`src/rtl/rx78_pkg.sv`:
```
// Shared types and constants for the cartridge image loader.
// CART_LOADER_PAD_EN adds the PAD state that sweeps the image up to the next 8 KiB bank end.
package rx78_pkg;

  localparam int unsigned ADDR_W = 25;
  localparam logic [ADDR_W-1:0] BANK_SIZE = 25'h2000;
  localparam logic [7:0] PAD_BYTE = 8'hFF;

  typedef enum logic [2:0] {
    ST_IDLE,
    ST_FETCH,
    ST_HOLD,
    ST_FIN
`ifdef CART_LOADER_PAD_EN
    ,
    ST_PAD
`endif
  } state_t;

  // Last address the pad sweep reaches: end of the bank holding the last byte,
  // never below the end of bank 0. BANK_SIZE must be a power of two.
  function automatic logic [ADDR_W-1:0] pad_last(input logic [ADDR_W-1:0] len);
    if (len == '0) return BANK_SIZE - 1'b1;
    return (len - 1'b1) | (BANK_SIZE - 1'b1);
  endfunction

endpackage

```
`src/rtl/hold_timer.sv`:
```
// Down-counter that paces how long each byte stays on the upload bus.
module hold_timer (
  input  logic       clk,
  input  logic       reset_n,
  input  logic       load,
  input  logic [7:0] load_value,
  output logic       expired
);

  logic [7:0] count;

  // NOTE: sequential state uses non-blocking assignments so every register
  // samples pre-edge values, independent of process ordering.
  always_ff @(posedge clk or negedge reset_n) begin
    if (!reset_n) begin
      count <= '0;
    end else if (load) begin
      count <= load_value;
    end else if (count != '0) begin
      count <= count - 1'b1;
    end
  end

  assign expired = (count == '0);

endmodule

```
`src/rtl/cart_loader.sv`:
```
// Streams a cartridge image from a byte source onto the upload bus, holding each byte HOLD_CYCLES clocks.
// Define CART_LOADER_PAD_EN to pad with 8'hFF up to the end of the 8 KiB bank (at least 0..1FFF).
module cart_loader
  import rx78_pkg::*;
#(
  parameter int unsigned       HOLD_CYCLES = 4,
  parameter logic [ADDR_W-1:0] MAX_LEN     = 25'h8000
) (
  input  logic              clk,
  input  logic              reset_n,
  input  logic              start,
  input  logic [7:0]        index,
  input  logic [ADDR_W-1:0] length,
  input  logic              src_valid,
  input  logic [7:0]        src_data,
  output logic              src_ready,
  output logic              upload,
  output logic [7:0]        upload_index,
  output logic [ADDR_W-1:0] upload_addr,
  output logic [7:0]        upload_data,
  output logic              busy,
  output logic              done,
  output logic              err
);

  localparam logic [7:0] HOLD_RELOAD = 8'(HOLD_CYCLES - 1);

  state_t            state, state_nxt;
  logic [ADDR_W-1:0] len_q;
  logic [ADDR_W-1:0] offset_q;   // bytes accepted so far; next byte's offset
  logic              len_bad;
  logic              timer_load;
  logic              timer_expired;
`ifdef CART_LOADER_PAD_EN
  logic [ADDR_W-1:0] pad_end_q;
`endif

  assign len_bad   = (length > MAX_LEN);
  assign src_ready = (state == ST_FETCH);
  assign busy      = (state != ST_IDLE) && (state != ST_FIN);
  assign done      = (state == ST_FIN);

  hold_timer u_hold_timer (
    .clk        (clk),
    .reset_n    (reset_n),
    .load       (timer_load),
    .load_value (HOLD_RELOAD),
    .expired    (timer_expired)
  );

  always_ff @(posedge clk or negedge reset_n) begin
    if (!reset_n) state <= ST_IDLE;
    else          state <= state_nxt;
  end

  // NOTE: every output of this block gets a default first, so no path can
  // leave a signal unassigned and infer a latch.
  always_comb begin
    state_nxt  = state;
    timer_load = 1'b0;
    case (state)
      ST_IDLE: begin
        if (start) begin
          if (len_bad) begin
            state_nxt = ST_FIN;
          end else if (length == '0) begin
`ifdef CART_LOADER_PAD_EN
            state_nxt  = ST_PAD;
            timer_load = 1'b1;
`else
            state_nxt  = ST_FIN;
`endif
          end else begin
            state_nxt = ST_FETCH;
          end
        end
      end
      ST_FETCH: begin
        if (src_valid) begin
          state_nxt  = ST_HOLD;
          timer_load = 1'b1;
        end
      end
      ST_HOLD: begin
        if (timer_expired) begin
          if (offset_q != len_q) begin
            state_nxt = ST_FETCH;
          end else begin
`ifdef CART_LOADER_PAD_EN
            if (upload_addr == pad_end_q) begin
              state_nxt = ST_FIN;
            end else begin
              state_nxt  = ST_PAD;
              timer_load = 1'b1;
            end
`else
            state_nxt = ST_FIN;
`endif
          end
        end
      end
`ifdef CART_LOADER_PAD_EN
      ST_PAD: begin
        if (timer_expired) begin
          if (upload_addr == pad_end_q) state_nxt = ST_FIN;
          else                          timer_load = 1'b1;
        end
      end
`endif
      ST_FIN:  state_nxt = ST_IDLE;
      default: state_nxt = ST_IDLE;
    endcase
  end

  // Bus registers: addr/data change only when a new byte is presented, so
  // they naturally hold through FETCH stalls.
  always_ff @(posedge clk or negedge reset_n) begin
    if (!reset_n) begin
      upload       <= 1'b0;
      upload_index <= '0;
      upload_addr  <= '0;
      upload_data  <= '0;
      err          <= 1'b0;
      len_q        <= '0;
      offset_q     <= '0;
`ifdef CART_LOADER_PAD_EN
      pad_end_q    <= '0;
`endif
    end else begin
      case (state)
        ST_IDLE: begin
          if (start) begin
            upload_index <= index;
            len_q        <= length;
            offset_q     <= '0;
            upload_addr  <= '0;
            err          <= len_bad;
`ifdef CART_LOADER_PAD_EN
            pad_end_q    <= pad_last(length);
            if (!len_bad && length == '0) begin
              upload      <= 1'b1;
              upload_data <= PAD_BYTE;
            end
`endif
          end
        end
        ST_FETCH: begin
          if (src_valid) begin
            upload      <= 1'b1;
            upload_data <= src_data;
            upload_addr <= offset_q;
            offset_q    <= offset_q + 1'b1;
          end
        end
`ifdef CART_LOADER_PAD_EN
        ST_HOLD, ST_PAD: begin
          if (timer_load) begin
            upload_addr <= upload_addr + 1'b1;
            upload_data <= PAD_BYTE;
          end
        end
`endif
        default: ;
      endcase
      if (state_nxt == ST_FIN) upload <= 1'b0;
    end
  end

endmodule
```
`config.mk`:
```
export PLATFORM = sky130hd
export DESIGN_NAME = cart_loader
export DESIGN_NICKNAME = d
export VERILOG_FILES = /design/src/rtl/rx78_pkg.sv /design/src/rtl/hold_timer.sv /design/src/rtl/cart_loader.sv
export SDC_FILE = /design/constraint.sdc
export NUM_CORES = 1
export LEC_CHECK = 0
export CAP_MARGIN = 10
export CORE_AREA = 2 2 124 78
export DETAILED_ROUTE_END_ITERATION = 6
export DIE_AREA = 0 0 126 80
export DONT_BUFFER_PORTS = 1
export PLACE_DENSITY = 0.73
export SLEW_MARGIN = 20
export SYNTH_ARGS = -nofsm -noshare
export SYNTH_HDL_FRONTEND = slang
export SYNTH_HIERARCHICAL = 1
export SYNTH_SLANG_ARGS = --single-unit
```
`constraint.sdc`:
```
create_clock -name clk -period 1.93 [get_ports clk]
set_input_delay 0.2895 -clock clk [delete_from_list [all_inputs] [get_ports clk]]
set_output_delay 0.2895 -clock clk [all_outputs]
set_load 0.005 [all_outputs]
```
==> flow_summary.json, run 1 <==
{
  "num_vias": 3754,
  "critPathBufInv": 0,
  "slew_headroom_pct": 57.5,
  "crit_chain": "ha_1, and2_1, nand4_2, or3_1, a21oi_1",
  "htree_levels": 3,
  "grt_pass1_vias": 3599,
  "holdWs_ns": -0.360,
  "worst_r2r_startpoint": "offset_q[0]$_DFFE_PN0P_",
  "drt_pre_antenna_iters": 5,
  "outcome": "finished, violations left",
  "worstPathMaxFanout": 12,
  "postCtsSetupBuffers": 0,
  "period_minus_slack_ns": 1.81,
  "maxCapViolations": 0,
  "worst-r2r-setup-slack_ns": 0.12,
  "grt_max_degree": 105,
  "grt_util_all_layers_pct": 23.7,
  "clockBufferDepth": 2,
  "clock-skew-final_ns": 0.00979,
  "yosys.area.top_type": "dfrtp_1",
  "cts_tree": "built",
  "cts.clk_slew.worst_paths_ns": 0.07,
  "ys_types": 52,
  "synthCells": 540,
  "combinationalPowerShare_pct": 17.3,
  "synth_area_per_cell_um2": 9.13,
  "peakVddDrop_mv": 0.504,
  "min_period_over_period_pct": 93.9,
  "r2r_end": "offset_q[10]$_DFFE_PN0P_",
  "layout-area-overhead-vs-synth_pct": 10.9,
  "violations": "negative hold slack",
  "grt_pass1_wl_um": 18500,
  "clock_sinks": 104,
  "antenna_found_initial": 0,
  "place_ws_ns": 0.0336,
  "cellPowerDensity_mw_per_mm2": 1080,
  "final_hold_viol_count": 104,
  "timing.final.ws_setup_ns": 0.118,
  "setup_viol": 0,
  "synth_area_mm2": 0.00493,
  "synth_edf_count": 0,
  "pwr-share-seq_pct": 50.6,
  "reg2regPathDepth": 5,
  "cpLargestDelayFamily": "simple AND/OR/NAND/NOR gates",
  "gr-total-overflow": 0,
  "final_layout_size_suffix_gt1_share_pct": 11.3,
  "rsz0062_at_grt": "false",
  "nNetsFinal": 601,
  "crit_cells": 5,
  "drv_slew": 0,
  "ant_nets": 0,
  "power.share.switching_pct": 28.7,
  "ys_ff_latch": 104,
  "ys.flop_type": "dfrtp_1",
  "critPathLaunchType": "flip-flop",
  "p_clk_share_pct": 32.1,
  "pin_count": 91,
  "hpwl_um": 8220,
  "cp_slowest_stage_delay_ns": 0.46,
  "intPower_uw": 4200,
  "drt_iter0_drc": 253,
  "async_flop_share_pct": 100,
  "fp-row-count": 27,
  "coreArea_mm2": 0.00892,
  "cts_buffers": 9,
  "yosys-top-cells-area": "dfrtp_1, nand2_1, xnor2_1, o21ai_0, nor3_2",
  "max_slew.worst_pin.slew_ns": 0.632,
  "critical_path.startpoint": "offset_q[0]$_DFFE_PN0P_",
  "fillCellCount": 755,
  "hold_path.class": "input port to asynchronous set/reset pin",
  "cellLeakagePower_uw": 0.00248,
  "avgViaCountPerCell": 5.57,
  "switchingPower_uw": 1690,
  "io_buffers": 0,
  "tns_ns": 0,
  "start_util_pct": 55.3,
  "clock.fmax_ghz": 0.552,
  "cts_root_buffer": "clkbuf_16",
  "drt_wl_total_um": 11300,
  "arrival_ns": 2.09,
  "crit_type": "flip-flop to flip-flop",
  "netlist.area_leader.share_pct": 52.8,
  "clk_latency_ns": 0.35,
  "die_w_um": 126,
  "required_ns": 2.21,
  "synth_warnings": 6,
  "drc": 0,
  "cp-endpoint": "offset_q[10]$_DFFE_PN0P_",
  "yosysSeqAreaShare_pct": 52.8,
  "routabilityCongestion": 0.841,
  "worstSetupEndpointType": "flip-flop",
  "fp.dieH_um": 80,
  "antennaDiodeCount": 0,
  "cp_slowest_cell": "dfrtp_1",
  "routedWlPerCell_um": 16.7,
  "die-area_mm2": 0.0101
}
==> cells in the final DEF (no fill, tap or decap), drive strengths merged, types with 7 or more instances in the layout <==
cell | Yosys | layout
nor4 | 9 | 9
inv | 14 | 15
nand3 | 16 | 16
a21oi | 12 | 12
clkbuf | 18 | 10
nand4 | 14 | 14
nand2 | 181 | 181
dfrtp | 104 | 104
nor3 | 15 | 15
or3 | 7 | 7
buf | 8 | 23
xnor2 | 41 | 41
nor2 | 25 | 25
o21ai | 38 | 38
conb | 2 | 9
==> metrics by stage <==
step	hold WS (ns)	instances	total power, µW	instance area (µm²)	utilization (%)
finish	-0.360	674	5890	5470	61.3
global route	-0.380	674	6230	5470	61.3
CTS	-0.380	674	5930	5460	61.2
detailed placement	-0.00369	659	4010	5150	57.8
global placement	-0.00322	659	3950	5150	57.8
floorplan	-0.00609	547	3670	4960	-
==> worst min path at each step <==
stage	start	to	slack, ns	depth (start not counted)
6_report	reset_n	upload_index[7]$_DFFE_PN0P_	-0.36	0
5_1_grt	reset_n	upload_index[7]$_DFFE_PN0P_	-0.38	0
3_3_place_gp	reset_n	upload_index[7]$_DFFE_PN0P_	-0.003	0
2_1_floorplan	reset_n	err$_DFFE_PN0P_	-0.006	0
3_5_place_dp	reset_n	u_hold_timer/count[5]$_DFFE_PN0P_	-0.004	0
4_1_cts	reset_n	len_q[11]$_DFFE_PN0P_	-0.38	0
==> layout make-up <==
cell class | count | area, µm² | share of cell area [%]
sequential | 104 | 2600 | 47.6
timing repair buffer | 23 | 198 | 3.61
multi-input combinational | 402 | 2160 | 39.5
inverter | 14 | 52.6 | 0.960
tap | 116 | 145 | 2.65
clock buffer | 10 | 229 | 4.18
clock inverter | 5 | 81.3 | 1.49
==> per-layer routing <==
layer / GRT usage (%) / wire (µm) / vias up
met5: 0 / 0 / -
met4: 4.73 / 91 / 0
met3: 8.51 / 1090 / 11
met2: 33.0 / 4580 / 162
met1: 35.5 / 5510 / 1766
li1: - / - / 1815
==> flip-flops by register name, indices dropped and copies added, names as in the netlist <==
register            count
err                     1
len_q                  25
offset_q               25
state                   3
u_hold_timer/count      8
upload                  1
upload_addr            25
upload_data             8
upload_index            8
==> power groups by stage <==
stage | clock, µW | combinational (µW) | sequential, µW
after global placement | 0 | 970 | 2980
final | 1890 | 1020 | 2980
after floorplan | 0 | 774 | 2890
after global routing | 2030 | 1160 | 3030
after CTS | 1950 | 1010 | 2970
after detailed placement | 0 | 1000 | 3010
==> timing repair <==
item	4_1_cts	5_1_grt
gates resized for setup	0	3
hold endpoints to repair	104	104
endpoints found under the setup margin	0	2
==> cell families after synthesis <==
family,Yosys count,share of synthesized area [%]
mux,1,0.304
flops,104,52.8
buf+inv,41,4.24
fa+ha+maj,2,0.507
xor+xnor,44,7.81
simple gates,282,26.8
other cells,2,0.152
compound gates,64,7.38
==> Yosys cell counts, types with 3 or more instances <==
master / n
nand2_1: 181
dfrtp_1: 104
xnor2_1: 41
o21ai_0: 38
nor2_1: 23
nand3_1: 16
clkbuf_1: 15
a21oi_1: 12
inv_1: 12
nand4_1: 12
nor3_2: 9
nor4_1: 7
or3_1: 7
nor3_1: 6
buf_6: 4
buf_2: 3
nor3b_1: 3
o31ai_1: 3
xor2_1: 3
Power figures use the tool's default switching activity.
==> inputs of run 2 (changes only) <==
--- a/config.mk
+++ b/config.mk
@@ -5,10 +5,11 @@
 export SDC_FILE = /design/constraint.sdc
 export NUM_CORES = 1
 export LEC_CHECK = 0
+export ABC_AREA = 1
 export CAP_MARGIN = 10
-export CORE_AREA = 2 2 124 78
+export CORE_AREA = 2 2 125 79
 export DETAILED_ROUTE_END_ITERATION = 6
-export DIE_AREA = 0 0 126 80
+export DIE_AREA = 0 0 127 81
 export DONT_BUFFER_PORTS = 1
 export PLACE_DENSITY = 0.73
 export SLEW_MARGIN = 20
==> flow_summary.json, run 2 <==
{
  "num_vias": 4196,
  "yosysSeqAreaShare_pct": 51.3,
  "period_minus_slack_ns": 1.81,
  "cts_root_buffer": "clkbuf_16",
  "r2r_end": "offset_q[24]$_DFFE_PN0P_",
  "fp.dieH_um": 81,
  "synth_area_mm2": 0.00507,
  "die-area_mm2": 0.0103,
  "arrival_ns": 1.52,
  "start_util_pct": 54.4,
  "synthCells": 651,
  "clock-skew-final_ns": 0.00639,
  "worst-r2r-setup-slack_ns": 0.14,
  "cts.clk_slew.worst_paths_ns": 0.07,
  "layout-area-overhead-vs-synth_pct": 10.0,
  "coreArea_mm2": 0.00932,
  "synth_warnings": 6,
  "ys_types": 33,
  "hold_path.class": "input port to asynchronous set/reset pin",
  "synth_edf_count": 0,
  "drt_pre_antenna_iters": 5,
  "top_regs": "len_q (25), offset_q (25), upload_addr (25)",
  "ys.flop_type": "dfrtp_1",
  "clock_sinks": 104,
  "fp-row-count": 28,
  "drc": 0,
  "worstPathMaxFanout": 3,
  "avgViaCountPerCell": 5.29,
  "grt_util_all_layers_pct": 25.3,
  "maxCapViolations": 0,
  "htree_levels": 3,
  "final_cell_mix": "nand2_1, dfrtp_1, inv_1",
  "crit_type": "flip-flop to primary output",
  "drt_iter0_drc": 377,
  "ys_ff_latch": 104,
  "critPathLaunchType": "flip-flop",
  "die_w_um": 127,
  "antennaDiodeCount": 0,
  "yosysMostFrequentCell": "nand2_1",
  "reg2regPathDepth": 8,
  "drt_wl_total_um": 12200,
  "cts_buffers": 9,
  "antenna_found_initial": 0,
  "yosys.area.top_type": "dfrtp_1",
  "pin_count": 91,
  "clk_latency_ns": 0.35,
  "routabilityCongestion": 0.925,
  "grt_pass1_vias": 3916,
  "place_ws_ns": 0.125,
  "clockBufferDepth": 2,
  "fillCellCount": 825,
  "grt_max_degree": 105,
  "nNetsFinal": 715,
  "grt_pass1_wl_um": 20000,
  "yosys-top-cells-area": "dfrtp_1, nand2_1, inv_1, o21ai_0, nor2_1",
  "hpwl_um": 8870,
  "rsz0062_at_grt": "false",
  "timing.final.ws_setup_ns": 0.122,
  "postCtsSetupBuffers": 0,
  "outcome": "finished, violations left",
  "final_layout_size_suffix_gt1_share_pct": 8.62,
  "ant_nets": 0,
  "worstSetupEndpointType": "primary output",
  "routedWlPerCell_um": 15.3,
  "worst_r2r_startpoint": "offset_q[13]$_DFFE_PN0P_",
  "gr-total-overflow": 0,
  "synth_area_per_cell_um2": 7.79,
  "holdWs_ns": -0.365,
  "cellPowerDensity_mw_per_mm2": 1100,
  "setup_viol": 0,
  "cts_tree": "built",
  "async_flop_share_pct": 100,
  "cellLeakagePower_uw": 0.00281,
  "min_period_over_period_pct": 93.7,
  "netlist.area_leader.share_pct": 51.3,
  "drv_slew": 0,
  "final_hold_viol_count": 104,
  "violations": "negative hold slack",
  "peakVddDrop_mv": 0.520,
  "tns_ns": 0,
  "layout_commonest_cell": "nand2_1",
  "io_buffers": 0,
  "synthTopCellsByCount": "nand2_1, dfrtp_1, inv_1",
  "clock.fmax_ghz": 0.553,
  "required_ns": 1.64
}
run 2: cells by family after synthesis:
group | count (synthesis) | synth area share, %
buffers and inverters | 96 | 7.16
AO/OA/AOI/OAI | 86 | 9.13
XOR/XNOR | 16 | 2.76
AND/OR/NAND/NOR | 345 | 29.0
adder cells (fa/ha/maj) | 2 | 0.493
flip-flops | 104 | 51.3
other | 2 | 0.148
run 2: layout make-up:
cell class	count	area (µm²)	share of cell area (%)
clock buffer	13	250	4.48
clock inverter	3	17.5	0.314
inverter	78	293	5.25
multi-input combinational	458	2140	38.3
sequential	104	2600	46.6
tap	120	150	2.69
timing repair buffer	17	128	2.29
run 2: power breakdown:
group	internal, µW	leakage (µW)	switching (µW)	total, µW
Clock	907	0.000130	767	1670
Combinational	536	0.00133	844	1380
Sequential	2670	0.00136	427	3100
run 2: what timing repair did:
item | CTS | global route
endpoints found under the setup margin | 0 | 3
resized for setup | 0 | 1
endpoints found under the hold margin | 104 | 104
run 2: worst max-delay path, stage by stage, from the launching register on:
cell and delay (ns):
dfrtp_1 0.39, inv_1 0.09, nor3_1 0.41, or2_2 0.23, inv_1 0.06
run 2: worst max-delay path by stage:
| stage | cells after the start | endpoint | slack (ns) | from |
|---|---|---|---|---|
| 2_1_floorplan | 8 | u_hold_timer/count[0]$_DFFE_PN0P_ | 0.09 | state[2]$_DFF_PN0_ |
| 3_3_place_gp | 9 | offset_q[20]$_DFFE_PN0P_ | 0.21 | state[2]$_DFF_PN0_ |
| 3_5_place_dp | 9 | offset_q[18]$_DFFE_PN0P_ | 0.12 | state[2]$_DFF_PN0_ |
| 4_1_cts | 9 | offset_q[18]$_DFFE_PN0P_ | 0.11 | state[2]$_DFF_PN0_ |
| 5_1_grt | 9 | offset_q[18]$_DFFE_PN0P_ | 0.01 | state[2]$_DFF_PN0_ |
| 6_report | 4 | busy | 0.12 | state[0]$_DFF_PN0_ |
run 2: through the flow:
stage	power (µW)	utilization [%]	cell area [µm²]	std cells
5_1_grt	6550	59.9	5580	793
6_report	6150	59.9	5580	793
3_3_place_gp	4410	57.0	5310	777
3_5_place_dp	4490	57.0	5310	777
2_1_floorplan	4100	-	5100	658
4_1_cts	6180	59.8	5580	793
run 2: layer usage:
metal / wire [µm] / GRT usage [%] / up-vias
met3: 931 / 7.84 / 13
met1: 6010 / 37.0 / 1961
met4: 148 / 6.81 / 0
met2: 5070 / 36.6 / 156
met5: 0 / 0 / -
li1: - / - / 2066
==> inputs of run 3 (changes only) <==
--- a/config.mk
+++ b/config.mk
@@ -7,11 +7,12 @@
 export LEC_CHECK = 0
 export ABC_AREA = 1
 export CAP_MARGIN = 10
-export CORE_AREA = 2 2 125 79
+export CORE_AREA = 2 2 136 85
+export CTS_CLUSTER_DIAMETER = 150
 export DETAILED_ROUTE_END_ITERATION = 6
-export DIE_AREA = 0 0 127 81
+export DIE_AREA = 0 0 138 87
 export DONT_BUFFER_PORTS = 1
-export PLACE_DENSITY = 0.73
+export PLACE_DENSITY = 0.63
 export SLEW_MARGIN = 20
 export SYNTH_ARGS = -nofsm -noshare
 export SYNTH_HDL_FRONTEND = slang
==> flow_summary.json, run 3 (synthesis results as in run 2) <==
{
  "fp-row-count": 30,
  "cellLeakagePower_uw": 0.00285,
  "maxCapViolations": 0,
  "violations": "negative hold slack",
  "fp.dieH_um": 87,
  "arrival_ns": 2.06,
  "io_buffers": 0,
  "grt_pass1_wl_um": 20600,
  "drt_wl_total_um": 12700,
  "worstSetupEndpointType": "flip-flop",
  "period_minus_slack_ns": 1.78,
  "cts_tree": "built",
  "ant_nets": 0,
  "intPower_uw": 4250,
  "crit_type": "flip-flop to flip-flop",
  "top_regs": "len_q (25), offset_q (25), upload_addr (25)",
  "pin_count": 91,
  "clock.fmax_ghz": 0.560,
  "clock-skew-final_ns": 0.00832,
  "cts_buffers": 9,
  "grt_pass1_vias": 4017,
  "clockBufferDepth": 2,
  "peakVddDrop_mv": 0.518,
  "combinationalPowerShare_pct": 21.7,
  "cts.clk_slew.worst_paths_ns": 0.07,
  "p_clk_share_pct": 29.1,
  "antennaDiodeCount": 0,
  "setup_viol": 0,
  "hpwl_um": 9230,
  "hold_path.class": "input port to asynchronous set/reset pin",
  "clk_latency_ns": 0.35,
  "drc": 0,
  "grt_util_all_layers_pct": 21.9,
  "power.share.switching_pct": 32.7,
  "nNetsFinal": 718,
  "clock_sinks": 104,
  "cellPowerDensity_mw_per_mm2": 1110,
  "coreArea_mm2": 0.0109,
  "place_area_mm2": 0.00536,
  "min_period_over_period_pct": 92.5,
  "gr-total-overflow": 0,
  "die_w_um": 138,
  "slew_headroom_pct": 63.9,
  "layout-area-overhead-vs-synth_pct": 11.8,
  "worstPathMaxFanout": 6,
  "grt_max_degree": 105,
  "routabilityCongestion": 0.876,
  "critPathLaunchType": "flip-flop",
  "cts_root_buffer": "clkbuf_16",
  "drt_pre_antenna_iters": 5,
  "antenna_found_initial": 0,
  "pwr-share-seq_pct": 49.1,
  "fin_area_mm2": 0.00567,
  "tns_ns": 0,
  "final_cell_mix": "nand2_1, dfrtp_1, inv_1",
  "drv_slew": 0,
  "final_hold_viol_count": 104,
  "rsz0062_at_grt": "false",
  "num_vias": 4161,
  "layout_commonest_cell": "nand2_1",
  "start_util_pct": 46.6,
  "drt_iter0_drc": 329,
  "avgViaCountPerCell": 5.07,
  "outcome": "finished, violations left",
  "routedWlPerCell_um": 15.4,
  "max_slew.worst_pin.slew_ns": 0.537,
  "required_ns": 2.20,
  "holdWs_ns": -0.367,
  "switchingPower_uw": 2060,
  "final_layout_size_suffix_gt1_share_pct": 9.32,
  "htree_levels": 3,
  "die-area_mm2": 0.0120
}
[run 3: cell types whose count changed in the layout (fill, tap and decap cells not counted)]
cell and change:
buf_4 +2, clkbuf_1 -2, buf_6 +1, bufinv_16 +1, clkinv_4 +1
[run 3: final cells by class]
cell class / instances / area, µm²
sequential: 104 / 2600
inverter: 78 / 293
clock inverter: 5 / 56.3
clock buffer: 11 / 243
timing repair buffer: 20 / 154
tap: 144 / 180
multi-input combinational: 458 / 2140
fill: 1052 / 5220
[run 3: power groups by stage]
| stage | Clock [µW] | Sequential (µW) | Combinational [µW] |
|---|---|---|---|
| after global placement | 0 | 3120 | 1310 |
| final | 1840 | 3100 | 1370 |
| after floorplan | 0 | 3010 | 1090 |
| after CTS | 1880 | 3100 | 1370 |
| after detailed placement | 0 | 3140 | 1370 |
| after global routing | 1980 | 3160 | 1600 |
[run 3: worst max-delay path, cell delays in order (launching register included)]
cell	delay [ns]
dfrtp_1	0.47
inv_1	0.12
nor3_1	0.33
nand4_1	0.28
inv_2	0.14
nand4_1	0.12
nand2_1	0.09
nand2_1	0.05
nor2_1	0.11
[run 3: metal layers]
layer	part of all wire [%]	GRT usage, %	up-vias
li1	-	-	2072
met1	48	31.8	1941
met2	43	33.1	139
met3	7.9	6.05	9
met4	0.63	4.27	0
met5	0	0	-
[run 3: what timing repair did]
action	in CTS	in global routing
gates resized for setup	0	2
setup buffers	0	0
hold endpoints to repair	104	104
endpoints found under the setup margin	0	5
[run 3: through the flow]
step / utilization (%) / setup WS [ns] / total power, µW / instances / hold WS (ns)
after floorplan: - / 0.0873 / 4100 / 658 / -0.00609
after global placement: 49.2 / 0.233 / 4440 / 804 / -0.00169
after detailed placement: 49.2 / 0.138 / 4500 / 804 / -0.00368
after CTS: 52.0 / 0.0920 / 6350 / 820 / -0.379
after global routing: 52.1 / 0.0220 / 6740 / 820 / -0.388
final: 52.1 / 0.146 / 6310 / 820 / -0.367
[run 3: final timing paths]
path / start / to / slack (ns) / depth (start not counted)
setup reg to reg: offset_q[12]$_DFFE_PN0P_ / offset_q[24]$_DFFE_PN0P_ / 0.15 / 8
setup / recovery: offset_q[12]$_DFFE_PN0P_ / offset_q[24]$_DFFE_PN0P_ / 0.15 / 8
hold / removal: reset_n / upload_index[7]$_DFFE_PN0P_ / -0.37 / 0
min in group clk: index[7] / upload_index[7]$_DFFE_PN0P_ / 0.05 / 2
max in group asynchronous: reset_n / len_q[9]$_DFFE_PN0P_ / 2.11 / 0
hold reg to reg: upload_data[6]$_DFFE_PN0P_ / upload_data[6]$_DFFE_PN0P_ / 0.51 / 2
